**src/rtl/cpu_clock_gen_if.sv**
```systemverilog
// Control inputs and clock/strobe outputs of the CPU virtual clock generator.
interface cpu_clock_gen_if #(
    parameter int unsigned SEL_W = 4,
    parameter int unsigned CNT_W = 32
);
    logic [SEL_W-1:0] rate_sel;
    logic [1:0]       mode;
    logic             step_btn;
    logic             clock;
    logic             clk_rise;
    logic             clk_fall;
    logic [CNT_W-1:0] cycle_count;
    logic [31:0]      active_div;

    modport master (
        output rate_sel, mode, step_btn,
        input  clock, clk_rise, clk_fall, cycle_count, active_div
    );

    modport slave (
        input  rate_sel, mode, step_btn,
        output clock, clk_rise, clk_fall, cycle_count, active_div
    );
endinterface

```
**src/rtl/cpu_clock_gen.sv**
```systemverilog
// CPU virtual clock: table-selected divisor, run / single-step / halt modes,
// changes applied only at period boundaries, plus edge strobes and a rise counter.
module cpu_clock_gen #(
    parameter int unsigned           N_RATES         = 5,
    parameter int unsigned           SEL_W           = 4,
    parameter logic [N_RATES*32-1:0] DIV_TABLE       = {32'd128, 32'd50000, 32'd500000,
                                                        32'd5000000, 32'd50000000},
    parameter int unsigned           DEBOUNCE_CYCLES = 500000,
    parameter int unsigned           CNT_W           = 32
) (
    input  logic          physical_clock,
    input  logic          reset,
    cpu_clock_gen_if.slave cg_if
);
    localparam int unsigned DB_W = $clog2(DEBOUNCE_CYCLES) + 1;

    typedef enum logic [1:0] {HALT, HIGH, LOW, STEP_WAIT} state_t;

    function automatic logic [31:0] div_of(input logic [SEL_W-1:0] sel);
        int unsigned idx;
        logic [31:0] d;
        idx = (32'(sel) >= N_RATES) ? N_RATES - 1 : 32'(sel);
        d   = DIV_TABLE[idx*32 +: 32];
        return (d < 32'd2) ? 32'd2 : d;
    endfunction

    state_t           state_q;
    logic [31:0]      phase_q, div_q;
    logic [CNT_W-1:0] cnt_q;
    logic             clock_q, rise_q, fall_q;

    logic [1:0]       sync_q;
    logic             stable_q, arm_q, pulse_q;
    logic [DB_W-1:0]  db_cnt_q;

    logic        run_w, step_w, halt_w, start_w;
    logic [31:0] high_w, low_w;

    assign run_w  = (cg_if.mode == 2'b00);
    assign step_w = (cg_if.mode == 2'b01);
    assign halt_w = cg_if.mode[1];
    assign high_w = div_q >> 1;
    assign low_w  = div_q - high_w;

    always_comb begin
        start_w = 1'b0;
        case (state_q)
            HALT:      start_w = run_w;
            LOW:       start_w = run_w && (phase_q == low_w - 32'd1);
            STEP_WAIT: start_w = run_w || (step_w && pulse_q);
            default:   start_w = 1'b0;
        endcase
    end

    always_ff @(posedge physical_clock) begin
        if (reset) begin
            state_q <= HALT;
            phase_q <= '0;
            div_q   <= div_of('0);
            cnt_q   <= '0;
            clock_q <= 1'b0;
            rise_q  <= 1'b0;
            fall_q  <= 1'b0;
        end else begin
            rise_q  <= 1'b0;
            fall_q  <= 1'b0;
            phase_q <= phase_q + 32'd1;
            if (start_w) begin
                state_q <= HIGH;
                clock_q <= 1'b1;
                rise_q  <= 1'b1;
                cnt_q   <= cnt_q + CNT_W'(1);
                div_q   <= div_of(cg_if.rate_sel);
                phase_q <= '0;
            end else begin
                case (state_q)
                    HALT: if (step_w) state_q <= STEP_WAIT;
                    HIGH: if (phase_q == high_w - 32'd1) begin
                        state_q <= LOW;
                        clock_q <= 1'b0;
                        fall_q  <= 1'b1;
                        phase_q <= '0;
                    end
                    // Run restarts are handled by start_w; otherwise park by mode.
                    LOW: if (phase_q == low_w - 32'd1) begin
                        state_q <= step_w ? STEP_WAIT : HALT;
                        phase_q <= '0;
                    end
                    STEP_WAIT: if (halt_w) state_q <= HALT;
                    default: state_q <= HALT;
                endcase
            end
        end
    end

    // Synchroniser resets to "pressed" so a key held through reset is seen as
    // pressed; arm_q then blocks pulses until a released level is observed.
    always_ff @(posedge physical_clock) begin
        if (reset) begin
            sync_q   <= 2'b00;
            stable_q <= 1'b1;
            arm_q    <= 1'b0;
            db_cnt_q <= '0;
            pulse_q  <= 1'b0;
        end else begin
            sync_q  <= {sync_q[0], cg_if.step_btn};
            pulse_q <= 1'b0;
            if (sync_q[1] == stable_q) begin
                db_cnt_q <= '0;
                if (stable_q) arm_q <= 1'b1;
            end else if (db_cnt_q == DB_W'(DEBOUNCE_CYCLES - 1)) begin
                db_cnt_q <= '0;
                stable_q <= sync_q[1];
                pulse_q  <= arm_q && !sync_q[1];
            end else begin
                db_cnt_q <= db_cnt_q + DB_W'(1);
            end
        end
    end

    assign cg_if.clock       = clock_q;
    assign cg_if.clk_rise    = rise_q;
    assign cg_if.clk_fall    = fall_q;
    assign cg_if.cycle_count = cnt_q;
    assign cg_if.active_div  = div_q;
endmodule

```
**src/flat_wrapper.sv**
```systemverilog
// flat-port wrapper written by rule: the top's interface ports become plain ports
module cpu_clock_gen_flat 
#(
    parameter int unsigned           N_RATES         = 5,
    parameter int unsigned           SEL_W           = 4,
    parameter logic [N_RATES*32-1:0] DIV_TABLE       = {32'd128, 32'd50000, 32'd500000,
                                                        32'd5000000, 32'd50000000},
    parameter int unsigned           DEBOUNCE_CYCLES = 500000,
    parameter int unsigned           CNT_W           = 32
)
  (physical_clock, reset, cg_if_rate_sel, cg_if_mode, cg_if_step_btn, cg_if_clock, cg_if_clk_rise, cg_if_clk_fall, cg_if_cycle_count, cg_if_active_div);
  cpu_clock_gen_if #(.SEL_W(SEL_W), .CNT_W(CNT_W)) cg_if_i ();
  input  logic physical_clock;
  input  logic reset;
  input wire logic [$bits(cg_if_i.rate_sel)-1:0] cg_if_rate_sel;
  input wire logic [$bits(cg_if_i.mode)-1:0] cg_if_mode;
  input wire logic [$bits(cg_if_i.step_btn)-1:0] cg_if_step_btn;
  output wire logic [$bits(cg_if_i.clock)-1:0] cg_if_clock;
  output wire logic [$bits(cg_if_i.clk_rise)-1:0] cg_if_clk_rise;
  output wire logic [$bits(cg_if_i.clk_fall)-1:0] cg_if_clk_fall;
  output wire logic [$bits(cg_if_i.cycle_count)-1:0] cg_if_cycle_count;
  output wire logic [$bits(cg_if_i.active_div)-1:0] cg_if_active_div;
  assign cg_if_i.rate_sel = cg_if_rate_sel;
  assign cg_if_i.mode = cg_if_mode;
  assign cg_if_i.step_btn = cg_if_step_btn;
  assign cg_if_clock = cg_if_i.clock;
  assign cg_if_clk_rise = cg_if_i.clk_rise;
  assign cg_if_clk_fall = cg_if_i.clk_fall;
  assign cg_if_cycle_count = cg_if_i.cycle_count;
  assign cg_if_active_div = cg_if_i.active_div;
  cpu_clock_gen #(.N_RATES(N_RATES), .SEL_W(SEL_W), .DIV_TABLE(DIV_TABLE), .DEBOUNCE_CYCLES(DEBOUNCE_CYCLES), .CNT_W(CNT_W)) u_core (.physical_clock(physical_clock), .reset(reset), .cg_if(cg_if_i));
endmodule
```
**config.mk**
```make
export PLATFORM = sky130hd
export DESIGN_NAME = cpu_clock_gen_flat
export DESIGN_NICKNAME = d
export VERILOG_FILES = /design/src/rtl/cpu_clock_gen_if.sv /design/src/rtl/cpu_clock_gen.sv /design/src/flat_wrapper.sv
export SDC_FILE = /design/constraint.sdc
export NUM_CORES = 1
export LEC_CHECK = 0
export CORE_MARGIN = 10
export CORE_UTILIZATION = 51
export CTS_CLUSTER_DIAMETER = 120
export DETAILED_ROUTE_END_ITERATION = 16
export HOLD_SLACK_MARGIN = 0.06
export PLACE_DENSITY = 0.82
export SLEW_MARGIN = 15
export SYNTH_ARGS = -nofsm -noshare
export SYNTH_HDL_FRONTEND = slang
export SYNTH_SLANG_ARGS = --single-unit
```
**constraint.sdc**
```tcl
create_clock -name physical_clock -period 7.9 [get_ports physical_clock]
set_input_delay 1.975 -clock physical_clock [delete_from_list [all_inputs] [get_ports physical_clock]]
set_output_delay 1.975 -clock physical_clock [all_outputs]
set_load 0.01 [all_outputs]
```
Word level (Yosys, flattened, before mapping):

Index checks and enable logic that the tools add are counted.

* eq/ne operators: 16
* muxes and demuxes: 18
* reduce and logical (&&, ||, !) cells: 18
* shifts and indexed selects: 1
* bitwise gates (word level): 3
* $lt $le $gt $ge: 2
* add/subtract/negate cells: 6

Operators by type and width (number)
* indexed part select 160 x 33 -> 32 bit (first input constant): 1
* two-way mux 32 bit: 3
* adder 32 x 1 -> 32 bit (second input constant): 2
* == test 32 bit: 2
* case mux 32 bit (2 select lines): 1
* less-than comparator 32 x 2 -> 1 bit (second input constant): 1
* subtractor 31 x 1 -> 32 bit (second input constant): 1
* subtractor 32 x 1 -> 32 bit (second input constant): 1
* subtractor 32 x 31 -> 32 bit: 1
* adder 20 x 1 -> 20 bit (second input constant): 1
* == test 20 x 19 -> 1 bit (second input constant): 1
* two-way mux 2 bit: 5
* != test 3 x 1 -> 1 bit (second input constant): 3
* OR reduction 3 bit: 3
* case mux 2 bit (4 select lines): 1
* AND reduction 4 bit: 2
* two-way mux 1 bit: 6
* != test 2 x 1 -> 1 bit (second input constant): 3
* AND reduction 2 bit: 3
* == test 2 x 1 -> 1 bit (second input constant): 2
* == test 2 bit (second input constant): 2
* greater-or-equal comparator 4 x 3 -> 1 bit (second input constant): 1
* logical NOT 2 bit: 2
* two-way mux 4 bit: 1
* other kinds (10): 15

* logic and storage cells: 77
* input port bits: 9
* register bits: 126
* output and inout bits: 67

Longest topological paths before layout:

* depth after elaboration: 7
* gate-level depth with buffers: 17
* mapped depth without buffers: 13

Least setup slack after synthesis:

Ideal clock, no wire load.

* kind: register to register
* start: register u_core.div_q[17], in the netlist u_core.cg_if.active_div[17]
* end: register u_core.cnt_q[9], in the netlist u_core.cg_if.cycle_count[9]
* required time: 7.768 ns
* buffers on the path: 4
* path slack: 3.482 ns
* clock period less this slack: 4.418 ns
* arrival: 4.286 ns
* setup time: 0.132 ns
* stages on the path, launching flop included: 18
* cells stage by stage: dfxtp_1 clkbuf_1 inv_1 ha_1 buf_2 or3_4 or3_4 a2111oi_4 a21oi_2 a211oi_2 nand4_1 or4_1 a2111oi_4 nor2_2 buf_2 clkbuf_1 o21ai_0 a21oi_1

* word-level cells in the longest chain between the ends: 5

RTL lines
* from (decl): line cpu_clock_gen.sv:28 `logic [31:0] phase_q, div_q;`
* from (signal assigned): line cpu_clock_gen.sv:59 `div_q <= div_of('0);`
* from (signal assigned): line cpu_clock_gen.sv:73 `div_q <= div_of(cg_if.rate_sel);`
* subtractor 32 x 31 -> 32 bit: line cpu_clock_gen.sv:43 `assign low_w = div_q - high_w;`
* subtractor 32 x 1 -> 32 bit: line cpu_clock_gen.sv:49 `LOW: start_w = run_w && (phase_q == low_w - 32'd1);`
* == test 32 bit: line cpu_clock_gen.sv:49
* logical AND 1 bit: line cpu_clock_gen.sv:49
* case mux 1 bit (3 select lines): line cpu_clock_gen.sv:47 `case (state_q)`
* to (signal assigned): line cpu_clock_gen.sv:72 `cnt_q <= cnt_q + CNT_W'(1);`
* to (decl): line cpu_clock_gen.sv:29 `logic [CNT_W-1:0] cnt_q;`

Every way passes these cells.
A chain may end at the register's enable or synchronous reset.

Worst setup path after layout:

* start: register u_core.div_q[25], in the netlist u_core.cg_if.active_div[25]
* end: register u_core.cnt_q[17], in the netlist u_core.cg_if.cycle_count[17]

The elaborated chain is that of the path after synthesis.

==> results.md <==
Setup path:
- For the worst setup path, the data arrival time is 6.65 ns.
- The type of element launching the critical path is a flip-flop.
- The setup path with the least slack is of type reg2reg.
- STA puts the critical path data required time at 8.19 ns.
- In this run the worst path has a maximum fanout of 27.
- The category of cells accounting for the largest share of critical-path delay is simple AND/OR/NAND/NOR gates.
- The category of the worst setup path capture point is a flip-flop.
- Counting cells, the worst reg-to-reg path comes to 14.
- The number of buffers and inverters on the critical path is 2.
- The critical path goes through inv_1 > ha_1 > or3_4 > or3_4 > a2111oi_4 > a21oi_2 > a211oi_2 > nand4_1 > or4_1 > a2111oi_4 > nor2_2 > buf_4 > or4_1 > a21oi_1.
- The number of stages on the worst setup path is 14.
- The worst-path cell with the longest stage delay is a2111oi_4.
- The critical path's largest stage delay is 0.93 ns.

Placement:
- The pre-CTS setup slack is 1.70 ns.
- The weighted congestion at the end of routability-driven global placement is 1.01.
- The placed instances occupy a cell area of 8660 µm².
- The sum of net half-perimeters after detailed placement is 17.0 mm.
- The cell count after placement is 1254.
- Port buffering added 64 buffers.

GRT:
- The wire length of the first global-routing pass is 36.2 mm.
- The number of antenna violations at the first check in global routing is 0.
- The combined global-route utilization of all metal layers is 0.203.
- The largest net degree at the start of global routing is 57.
- The total overflow left after global routing is 0.
- The number of global-route vias before repair is 7011.

Layout:
- The repair_antennas step left the layout with diodes totalling 0.
- Compared with the post-synthesis result, the final layout area differs by 10.8%.
- The design area is 8940 µm².
- In the final design database the tool counted 1120 nets.
- The final standard cell count with taps included and fillers excluded is 1270.
- The number of filler cells placed in the layout is 1422.
- In the final layout, the share of cells above drive strength 1 is 0.0312.

Outcome:
- The run finished with clean final reports.

Clock tree:
- The number of setup buffers added after CTS is 0.
- The clock-pin slew on the worst setup and hold paths is 0.08 ns.
- The total of hold buffers inserted after clock tree synthesis is 0.
- Once the clock tree was built, the resizer swapped 0 gates to a different size.
- The H-tree was split into 3 levels.
- The number of buffers added by the clock tree synthesis step is 9.
- CTS placed an instance of clkbuf_16 at the clock tree root.
- The clock passes through at most 2 buffers.
- TritonCTS built the clock tree.
- The number of clock sinks is 107.
- The clock insertion delay at the later pin of the skew report is 0.36 ns.

Synthesis:
- The distinct cell type count of the synthesized netlist is 75.
- Sorting the synthesized cells by how often they occur yields nor2_1 (131), dfxtp_1 (107), nand2_1 (85), xnor2_1 (62), xor2_1 (58).
- Of the synthesized area, sequential elements account for 0.266.
- The post-synthesis cell type with the largest combined area is dfxtp_1.
- The number of enable-type register cells in the synthesized netlist is 0.
- The most numerous cell in the Yosys netlist is nor2_1.
- The post-synth design cell area is 8070 µm².
- The share of synthesized area in the top cell type comes to 0.266.
- Counting flops with an async set or reset pin after synthesis yields a share of 0.
- Among all flip-flop cells after synthesis, the most frequent one is dfxtp_1.
- After synthesis the netlist holds a flip-flop and latch count of 107.
- Each instance of the synthesized netlist takes up on average 7.75 µm².
- The cell count after synthesis is 1041.
- Ranked by total cell area, the synthesized netlist is headed by dfxtp_1 (27%), ha_1 (8.8%), xnor2_1 (6.7%), xor2_1 (6.3%), nor2_1 (6.1%).
- Yosys printed 0 warnings.

Floorplan:
- The number of placed I/O pins is 76.
- The height of the die is 146 µm.
- The floorplan step defined a die boundary enclosing 21300 µm².
- The core region is 15400 µm².
- Measured along the x axis, the die boundary spans 146 µm.
- The initial cell density of the core is 0.525.
- The number of placement rows is 45.

STA:
- The clock skew is 0.0133 ns.
- At the pin with the least slew margin, the transition time is 1.03 ns.
- The highest achievable clock rate is 157 MHz.
- Setup repair after global routing left no endpoint under its margin.
- Adding up every negative setup slack in the final design gives 0 ns.
- The ratio of final minimum period to clock period is 0.805.
- The minimum clock period after layout is 6.36 ns.
- In this run the tightest slew margin relative to its limit is 0.309.
- The setup slack of the critical path after layout is 1.54 ns.
- The count of pins over their slew limit came to 0.
- The final number of hold-violating endpoints was 0.
- The final-report setup violation count is 0.

Power:
- Across the VDD grid, the largest voltage drop is 0.000135 V.
- The power density over the cells is 167 nW/µm².
- For this design the static power due to leakage is 3.28 nW.

Route:
- After detailed routing, the number of remaining DRC violations is 0.
- The detailed router finished its first iteration with 535 violations.
- The first-pass iteration count of the detailed router is 5.
- The via total after detailed routing is 7483.
- The final antenna-violating net count is 0.
- Wires add up to 22.3 mm.
- The average routed wire per standard cell is 17.6 µm.
- The vias per cell is 5.89.

Min path:
- Counting instances, the worst hold path has a depth of 1.
- The type of the tightest min-delay check is reg2reg.

Job:
- Across the run, the number of max-cap violations was 0.
## kinds of logic (layout without fill, tap and decap cells)
logic type,count (synthesis),after routing,share of synthesized area
other,1,11,0.000465
buffers and inverters,115,123,0.0648
and+or+nand+nor,443,443,0.276
muxes,3,3,0.00372
DFF,107,107,0.266
xor gates and xnor gates,120,120,0.130
adders and majority gates,57,57,0.0884
AOI/OAI and AO/OA,195,195,0.171
## worst paths after layout
| check | slack, ns | startpoint | end |
|---|---|---|---|
| max | 1.54 | u_core.cg_if.active_div[25] | u_core.cg_if.cycle_count[17] |
| max reg2reg | 1.54 | u_core.cg_if.active_div[25] | u_core.cg_if.cycle_count[17] |
| min | 0.45 | u_core.sync_q[0] | u_core.sync_q[1] |
| min reg2reg | 0.45 | u_core.sync_q[0] | u_core.sync_q[1] |
## stage by stage
step | total power (W) | utilization | hold WS, ns
3_3_place_gp | 0.00106 | 0.564 | 0.419
6_report | 0.00149 | 0.582 | 0.451
5_1_grt | 0.00157 | 0.582 | 0.466
3_5_place_dp | 0.00106 | 0.564 | 0.423
4_1_cts | 0.00149 | 0.582 | 0.452
2_1_floorplan | 0.000947 | - | 0.414
## worst reg2reg max path, delay by kind of cell (launching register included)
kind            cells  cell delay (ns)
flops               1             0.82
simple gates        6             2.31
fa+ha+maj           1             0.65
buf+inv             2             0.80
compound gates      5             1.71
## layout by cell type (no fill, tap or decap), types with 8 or more instances in the layout
| cell type | n |
|---|---|
| clkdlybuf4s50_1 | 63 |
| dfxtp_1 | 107 |
| nand3_1 | 46 |
| xor2_1 | 58 |
| nand4_1 | 24 |
| ha_1 | 57 |
| nor3_1 | 24 |
| nand2b_1 | 9 |
| o211ai_1 | 13 |
| nor4_1 | 13 |
| a21oi_1 | 49 |
| and3_1 | 26 |
| or3_1 | 23 |
| o21ai_0 | 32 |
| nor2b_1 | 17 |
| o31ai_1 | 8 |
| nand2_1 | 85 |
| o21a_1 | 8 |
| xnor2_1 | 62 |
| nor2_1 | 131 |
| clkbuf_16 | 9 |
| inv_1 | 39 |
| conb_1 | 11 |
## report_power, final
| group | internal, W | total [W] | switching (W) |
|---|---|---|---|
| logic | 0.000176 | 0.000469 | 0.000293 |
| clock network | 0.000218 | 0.000429 | 0.000212 |
| registers | 0.000559 | 0.000590 | 0.0000312 |
| total | 0.000952 | 0.00149 | 0.000536 |
## flip-flops by register name, indices dropped and copies added, names as in the netlist
signal and count:
u_core.pulse_q 1, u_core.phase_q 32, u_core.cg_if.clk_rise 1, u_core.cg_if.active_div 13
u_core.arm_q 1, u_core.cg_if.clk_fall 1, u_core.stable_q 1, u_core.db_cnt_q 20
u_core.sync_q 2, u_core.cg_if.cycle_count 32, u_core.state_q 2, u_core.cg_if.clock 1
## layer usage
layer | up-vias | wire length (µm) | track usage | part of all wire
met5 | - | 0 | 0 | 0
met1 | 3486 | 9420 | 0.243 | 0.42
met3 | 49 | 1850 | 0.0643 | 0.083
met2 | 295 | 10200 | 0.329 | 0.46
li1 | 3653 | - | - | -
met4 | 0 | 818 | 0.0839 | 0.037
## area by class of cell
type / instances / area [µm²] / area share
Multi-Input combinational cell: 829 / 5450 / 0.609
Sequential cell: 107 / 2140 / 0.240
Timing Repair Buffer: 68 / 666 / 0.0745
Tap cell: 211 / 264 / 0.0295
Clock buffer: 10 / 229 / 0.0256
Inverter: 39 / 146 / 0.0164
Clock inverter: 6 / 46.3 / 0.00518
No activity file was read; power rests on OpenSTA's default activity.
